==> src/rtl/lsu_pkg.sv <==
// Shared definitions for the load/store split unit.
// - LDST_* : access size codes driven by the core on lsu_size.
// - state_t: access sequencer states.
// - size_bytes(): number of bytes touched by a size code.
// - is_signed(): whether a load result is sign-extended.
package lsu_pkg;

  localparam logic [2:0] LDST_B  = 3'd0;
  localparam logic [2:0] LDST_H  = 3'd1;
  localparam logic [2:0] LDST_W  = 3'd2;
  localparam logic [2:0] LDST_BU = 3'd4;
  localparam logic [2:0] LDST_HU = 3'd5;

  typedef enum logic [1:0] {
    IDLE,
    REQ,
    RSP,
    DONE
  } state_t;

  // Unused codes (3/6/7) behave as a word access.
  function automatic logic [2:0] size_bytes(input logic [2:0] size);
    case (size)
      LDST_B, LDST_BU: return 3'd1;
      LDST_H, LDST_HU: return 3'd2;
      default:         return 3'd4;
    endcase
  endfunction

  function automatic logic is_signed(input logic [2:0] size);
    return (size == LDST_B) || (size == LDST_H);
  endfunction

endpackage

==> src/rtl/lsu_lane_align.sv <==
// Combinational lane steering for one bus beat.
// Ports:
// - beat     : 0 = first beat (lanes off..BYTES-1), 1 = second beat of a split
// - off      : byte offset of the access inside a bus word
// - size     : LDST_* size code
// - st_data  : LSB-justified store data
// - be/wdata : byte enables and lane-shifted store data for this beat
// - rdata    : bus read data for this beat
// - asm_q    : assembly register contents before this beat
// - asm_d    : assembly register value after merging this beat
// - ld_data  : assembly register extended to 32 bits per size code
module lsu_lane_align
  import lsu_pkg::*;
#(
  parameter  int BUS_W = 32,
  localparam int BYTES = BUS_W / 8,
  localparam int OFF_W = $clog2(BYTES)
) (
  input  logic             beat,
  input  logic [OFF_W-1:0] off,
  input  logic [2:0]       size,
  input  logic [31:0]      st_data,
  output logic [BYTES-1:0] be,
  output logic [BUS_W-1:0] wdata,
  input  logic [BUS_W-1:0] rdata,
  input  logic [31:0]      asm_q,
  output logic [31:0]      asm_d,
  output logic [31:0]      ld_data
);

  logic [2:0]         nb;
  logic [3:0]         nb_mask;
  logic [31:0]        st_masked;
  logic [2*BUS_W-1:0] st_win;
  logic [2*BYTES-1:0] be_win;
  logic [2*BUS_W-1:0] ld_win;

  // The access is shifted into a two-word window: the low word is beat 0,
  // the high word is whatever spilled over into beat 1.
  // NOTE: every always_comb output gets a value on every path (here via the
  // case defaults); a missing assignment would infer a latch.
  always_comb begin
    nb = size_bytes(size);
    case (nb)
      3'd1:    nb_mask = 4'b0001;
      3'd2:    nb_mask = 4'b0011;
      default: nb_mask = 4'b1111;
    endcase
    // Bytes above the access size must not leak onto disabled lanes.
    st_masked = st_data & {{8{nb_mask[3]}}, {8{nb_mask[2]}}, {8{nb_mask[1]}}, {8{nb_mask[0]}}};
    st_win    = {{(2*BUS_W-32){1'b0}}, st_masked} << {off, 3'b000};
    be_win    = {{(2*BYTES-4){1'b0}}, nb_mask} << off;
    wdata     = beat ? st_win[2*BUS_W-1:BUS_W] : st_win[BUS_W-1:0];
    be        = beat ? be_win[2*BYTES-1:BYTES] : be_win[BYTES-1:0];

    // Place the beat in the same window, then shift the access down to bit 0.
    ld_win = beat ? {rdata, {BUS_W{1'b0}}} : {{BUS_W{1'b0}}, rdata};
    asm_d  = (beat ? asm_q : 32'd0) | 32'(ld_win >> {off, 3'b000});

    case (nb)
      3'd1:    ld_data = is_signed(size) ? {{24{asm_q[7]}}, asm_q[7:0]}
                                         : {24'd0, asm_q[7:0]};
      3'd2:    ld_data = is_signed(size) ? {{16{asm_q[15]}}, asm_q[15:0]}
                                         : {16'd0, asm_q[15:0]};
      default: ld_data = asm_q;
    endcase
  end

endmodule

==> src/rtl/lsu_split_unit.sv <==
// Load/store unit between the core memory stage and the data-memory bus.
// Misaligned accesses that cross a bus word are split into two beats
// (MISALIGN_SPLIT=1) or rejected with lsu_misalign (MISALIGN_SPLIT=0).
// Ports:
// - clk, rstn              : clock, asynchronous active-low reset
// - lsu_req/we/size/addr/wdata : core request, held while lsu_stall_req=1
// - lsu_rdata              : extended load result, valid in the DONE cycle
// - lsu_stall_req          : pipeline freeze while the access is in flight
// - lsu_misalign           : rejected misaligned access (combinational)
// - mem_req/we/addr/be/wdata : bus request, held until mem_gnt
// - mem_gnt, mem_rvalid, mem_rdata : bus accept, response and read data
module lsu_split_unit
  import lsu_pkg::*;
#(
  parameter  int ADDR_W         = 32,
  parameter  int BUS_W          = 32,
  parameter  int MISALIGN_SPLIT = 1,
  localparam int BYTES          = BUS_W / 8,
  localparam int OFF_W          = $clog2(BYTES)
) (
  input  logic              clk,
  input  logic              rstn,
  input  logic              lsu_req,
  input  logic              lsu_we,
  input  logic [2:0]        lsu_size,
  input  logic [ADDR_W-1:0] lsu_addr,
  input  logic [31:0]       lsu_wdata,
  output logic [31:0]       lsu_rdata,
  output logic              lsu_stall_req,
  output logic              lsu_misalign,
  output logic              mem_req,
  output logic              mem_we,
  output logic [ADDR_W-1:0] mem_addr,
  output logic [BYTES-1:0]  mem_be,
  output logic [BUS_W-1:0]  mem_wdata,
  input  logic              mem_gnt,
  input  logic              mem_rvalid,
  input  logic [BUS_W-1:0]  mem_rdata
);

  state_t            state_q, state_d;
  logic [ADDR_W-1:0] addr_q, addr_d;
  logic [2:0]        size_q, size_d;
  logic              we_q, we_d;
  logic [31:0]       wdata_q, wdata_d;
  logic              split_q, split_d;
  logic              beat_q, beat_d;
  logic [31:0]       asm_q, asm_d;

  logic [OFF_W-1:0]  req_off;
  logic [2:0]        req_nb;
  logic              req_cross, req_unal, misalign_err;
  logic [ADDR_W-1:0] beat_addr;
  logic [BYTES-1:0]  lane_be;
  logic [BUS_W-1:0]  lane_wdata;
  logic [31:0]       lane_asm, lane_ld;

  lsu_lane_align #(.BUS_W(BUS_W)) u_lane (
    .beat   (beat_q),
    .off    (addr_q[OFF_W-1:0]),
    .size   (size_q),
    .st_data(wdata_q),
    .be     (lane_be),
    .wdata  (lane_wdata),
    .rdata  (mem_rdata),
    .asm_q  (asm_q),
    .asm_d  (lane_asm),
    .ld_data(lane_ld)
  );

  // Alignment check on the incoming request.
  always_comb begin
    req_off   = lsu_addr[OFF_W-1:0];
    req_nb    = size_bytes(lsu_size);
    req_cross = (int'(req_off) + int'(req_nb)) > BYTES;
    // nb-1 as a 2-bit mask: 4 -> 2'b11, 2 -> 2'b01, 1 -> 2'b00.
    req_unal  = (lsu_addr[1:0] & (req_nb[1:0] - 2'd1)) != 2'b00;
    misalign_err = (MISALIGN_SPLIT == 0) && (req_cross || req_unal);
  end

  always_comb begin
    state_d = state_q;
    addr_d  = addr_q;
    size_d  = size_q;
    we_d    = we_q;
    wdata_d = wdata_q;
    split_d = split_q;
    beat_d  = beat_q;
    asm_d   = asm_q;
    case (state_q)
      IDLE: begin
        if (lsu_req && !misalign_err) begin
          addr_d  = lsu_addr;
          size_d  = lsu_size;
          we_d    = lsu_we;
          wdata_d = lsu_wdata;
          split_d = req_cross;
          beat_d  = 1'b0;
          state_d = REQ;
        end
      end
      REQ: begin
        if (mem_gnt) state_d = RSP;
      end
      RSP: begin
        if (mem_rvalid) begin
          if (!we_q) asm_d = lane_asm;
          if (split_q && !beat_q) begin
            beat_d  = 1'b1;
            state_d = REQ;
          end else begin
            state_d = DONE;
          end
        end
      end
      // The request still visible in DONE is the access just finished.
      default: state_d = IDLE;
    endcase
  end

  // Beat 1 address wraps naturally at 2^ADDR_W.
  assign beat_addr = {addr_q[ADDR_W-1:OFF_W], {OFF_W{1'b0}}}
                   + (beat_q ? ADDR_W'(BYTES) : '0);

  assign mem_req       = (state_q == REQ);
  assign mem_we        = mem_req && we_q;
  assign mem_addr      = mem_req ? beat_addr : '0;
  assign mem_be        = mem_req ? lane_be : '0;
  assign mem_wdata     = mem_we ? lane_wdata : '0;
  assign lsu_misalign  = (state_q == IDLE) && lsu_req && misalign_err;
  assign lsu_stall_req = ((state_q == IDLE) && lsu_req && !misalign_err)
                       || (state_q == REQ) || (state_q == RSP);
  assign lsu_rdata     = ((state_q == DONE) && !we_q) ? lane_ld : 32'd0;

  // NOTE: state registers use non-blocking assignments so every flop samples
  // the values from before this clock edge, independent of statement order.
  always_ff @(posedge clk or negedge rstn) begin
    if (!rstn) begin
      state_q <= IDLE;
      addr_q  <= '0;
      size_q  <= '0;
      we_q    <= 1'b0;
      wdata_q <= '0;
      split_q <= 1'b0;
      beat_q  <= 1'b0;
      asm_q   <= '0;
    end else begin
      state_q <= state_d;
      addr_q  <= addr_d;
      size_q  <= size_d;
      we_q    <= we_d;
      wdata_q <= wdata_d;
      split_q <= split_d;
      beat_q  <= beat_d;
      asm_q   <= asm_d;
    end
  end

endmodule
==> config.mk <==
export PLATFORM = sky130hd
export DESIGN_NAME = lsu_split_unit
export DESIGN_NICKNAME = d
export VERILOG_FILES = /design/src/rtl/lsu_pkg.sv /design/src/rtl/lsu_lane_align.sv /design/src/rtl/lsu_split_unit.sv
export SDC_FILE = /design/constraint.sdc
export NUM_CORES = 1
export LEC_CHECK = 0
export ABC_AREA = 1
export BUFFER_PORTS_ARGS = -buffer_cell sky130_fd_sc_hd__buf_4
export CAP_MARGIN = 20
export CORE_MARGIN = 4
export CORE_UTILIZATION = 53
export DETAILED_ROUTE_END_ITERATION = 10
export GPL_ROUTABILITY_DRIVEN = 0
export GPL_TIMING_DRIVEN = 1
export PLACE_DENSITY = 0.81
export SLEW_MARGIN = 20
export SYNTH_ARGS = -nofsm -noshare
export SYNTH_HDL_FRONTEND = slang
export SYNTH_SLANG_ARGS = --single-unit
==> constraint.sdc <==
create_clock -name clk -period 2.5 [get_ports clk]
set_input_delay 0.125 -clock clk [delete_from_list [all_inputs] [get_ports clk]]
set_output_delay 0.125 -clock clk [all_outputs]
set_load 0.005 [all_outputs]
==> impl_metrics.env <==
export IMPL_status="finished, final reports clean"
export IMPL_dieHeight_um=125
export IMPL_relSlewSlack=0.491
export IMPL_period_share=0.966
export IMPL_fin_skew_ns=0.00719
export IMPL_io_pins=209
export IMPL_syn_area_um2=7220
export IMPL_cp_required_ns=2.38
export IMPL_comb_power_share=0.550
export IMPL_yosysTopAreaCellShare=0.360
export IMPL_hold_path_class="in -> reg"
export IMPL_die_width_um=125
export IMPL_grt_overflow=0
export IMPL_synth_edf_count=0
export IMPL_diodes=0
export IMPL_htreeDepth=3
export IMPL_layout_nets=1516
export IMPL_ys_ff_latch=104
export IMPL_cts_sinks=104
export IMPL_wl_mm=25.5
export IMPL_die_area_um2=15600
export IMPL_cp_arrival_ns=2.29
export IMPL_area_growth_pct=35.3
export IMPL_r2r_slack_ns=0.49
export IMPL_route_top_layer_used="met4"
export IMPL_start_util=0.543
export IMPL_layout_setup_ws_ns=0.0848
export IMPL_p_int_w=0.00534
export IMPL_power_density_nw_per_um2=1060
export IMPL_ys_warn_count=0
export IMPL_dp_hpwl_mm=17.8
export IMPL_yosysSeqAreaShare=0.360
export IMPL_route_detailed_drc=0
export IMPL_ant_nets=0
export IMPL_core_area_um2=13300
export IMPL_drv_cap=0
export IMPL_clock_power_share=0.140
export IMPL_num_rows=42
export IMPL_drive_gt1_frac=0.184
export IMPL_wl_per_cell_um=16.1
export IMPL_postLayoutCoreUtil=0.735
export IMPL_yosys_area_top_type="dfrtp_1"
export IMPL_switching_share=0.486
export IMPL_leakagePower_nw=4.95
export IMPL_synth_cell_types=32
export IMPL_drtIter0Drc=1153
export IMPL_max_clock_freq_ghz=0.414
export IMPL_final_max_slew_viol_count=0
export IMPL_grt_pass1_wl_mm=41.1
export IMPL_max_clock_path_buffers=2
export IMPL_met3_wirelength_mm=2.69
export IMPL_crit_path_end_kind="output pin"
export IMPL_start_kind="register"
export IMPL_portBuffers=205
export IMPL_clkSlewWorstSetupHoldPaths_ns=0.07
export IMPL_viasPerCell=5.57
export IMPL_grt_setup_unrepaired="false"
export IMPL_first_global_vias=8124
export IMPL_clock_latency_ns=0.35
export IMPL_hold_viol_final=0
export IMPL_vdd_drop_max_v=0.000673
export IMPL_nFillCells=1117
export IMPL_cts_tree="yes"
export IMPL_p_sw_w=0.00504
export IMPL_finalSetupViolations=0
export IMPL_finalCriticalPeriod_ns=2.42
export IMPL_vias=8840
export IMPL_tightest_slew_ns=0.763
export IMPL_avgSynthCellArea_um2=6.17
export IMPL_async_flop_share=1.00
export IMPL_crit_type="reg -> out"
export IMPL_drt_pass1_iterations=8
export IMPL_grtUsageTotal=0.320
export IMPL_place_ws_ns=0.349
export IMPL_numCtsBuffers=9
export IMPL_synthTopCellsByArea="dfrtp_1, nand2_1, nor2_1"
export IMPL_cts_root_buf="clkbuf_16"
export IMPL_final_setup_tns_ns=0
export IMPL_synth_ff_type="dfrtp_1"
export IMPL_wl_met2_mm=11.7
export IMPL_drt_met1_wl_mm=10.1
export IMPL_power_share_sequential=0.310
export IMPL_synth_cells=1171
export IMPL_grt_antenna_before_repair=0
export IMPL_grt_max_degree=63
export IMPL_path_max_fanout=6
area by class of cell:
type                            instances  area, um^2  share of cell area
Clock buffer                           11         243              0.0248
Multi-Input combinational cell        920        4030               0.412
Inverter                               87         327              0.0334
Tap cell                              176         220              0.0225
Sequential cell                       104        2600               0.266
Timing Repair Buffer                  284        2300               0.235
Clock inverter                          4        52.6             0.00538
critical path, cell delays in order (launching register included):
cell	delay, ns
dfrtp_1	0.39
ha_2	0.25
ha_2	0.23
nand2_1	0.09
nor2_2	0.20
nand2_1	0.11
inv_1	0.15
o21ai_0	0.14
a21oi_1	0.22
buf_4	0.15
power groups by stage:
| stage | Sequential (W) | Combinational (W) | Clock (W) |
|---|---|---|---|
| 6_report | 0.00322 | 0.00571 | 0.00145 |
| 5_1_grt | 0.00330 | 0.00636 | 0.00152 |
| 4_1_cts | 0.00318 | 0.00559 | 0.00146 |
| 3_5_place_dp | 0.00319 | 0.00548 | 0 |
| 3_3_place_gp | 0.00318 | 0.00538 | 0 |
| 2_1_floorplan | 0.00298 | 0.00372 | 0 |
through the flow:
stage	hold slack, ns	instance area [um^2]	total power, W	cells
floorplan	-0.171	7230	0.00670	1173
global placement	0.0487	8850	0.00856	1510
detailed placement	0.0476	8850	0.00867	1510
CTS	0.00188	9760	0.0102	1586
global route	0.0197	9770	0.0112	1586
finish	0.00911	9770	0.0104	1586
cell usage after synthesis (2+ instances only):
cell type and n:
o22ai_1 18, nand3_1 53, o21ai_0 120, nor2_2 4, buf_1 7, o211ai_1 10, buf_2 21, clkbuf_1 26
xor2_1 4, a21oi_1 51, buf_4 8, nand2_1 430, nand2_2 3, clkinv_1 2, inv_1 80, dfrtp_1 104
o21ai_1 17, nor2_1 182, a31oi_1 6, nor2_4 2, xnor2_1 5, inv_2 5, ha_1 4
cells by family after synthesis:
| logic type | share of synthesized area |
|---|---|
| XOR/XNOR | 0.0109 |
| adder cells (fa/ha/maj) | 0.00970 |
| buffers and inverters | 0.0852 |
| flip-flops | 0.360 |
| other | 0.000519 |
| AND/OR/NAND/NOR | 0.367 |
| AO/OA/AOI/OAI | 0.166 |
path summary, 6_finish.rpt:
path	cells after the start	startpoint	endpoint
max	9	beat_q	mem_addr[10]
min	3	lsu_wdata[15]	wdata_q[15]
max reg2reg	6	beat_q	asm_q[8]
min reg2reg	2	wdata_q[16]	wdata_q[16]
max in group asynchronous	3	rstn	size_q[2]
min in group asynchronous	2	rstn	asm_q[26]
cell usage in the layout, fill, tap and decap left out, types with 9 or more instances in the layout:
| cell | instances |
|---|---|
| dfrtp_1 | 104 |
| inv_1 | 80 |
| buf_4 | 222 |
| nand3_1 | 53 |
| clkbuf_16 | 9 |
| o21ai_1 | 17 |
| dlygate4sd3_1 | 61 |
| nand2_1 | 429 |
| o211ai_1 | 10 |
| a21oi_1 | 51 |
| nor2_1 | 180 |
| o22ai_1 | 18 |
| o21ai_0 | 120 |
sequential cells by signal, indices dropped and copies added, names as in the netlist:
register  count
size_q        3
wdata_q      32
addr_q       32
beat_q        1
split_q       1
asm_q        32
state_q       2
we_q          1
layer usage:
| metal | GRT usage | vias up |
|---|---|---|
| li1 | - | 4181 |
| met3 | 0.0626 | 86 |
| met1 | 0.430 | 4013 |
| met2 | 0.512 | 560 |
| met4 | 0.119 | 0 |
| met5 | 0 | - |
what timing repair did:
item,CTS,global route
resized for setup,1,4
buffers inserted,0,0
hold buffers,61,0
setup endpoints to repair,2,6
hold endpoints to repair,81,0
Note: power is estimated with default switching activity, not from simulation.
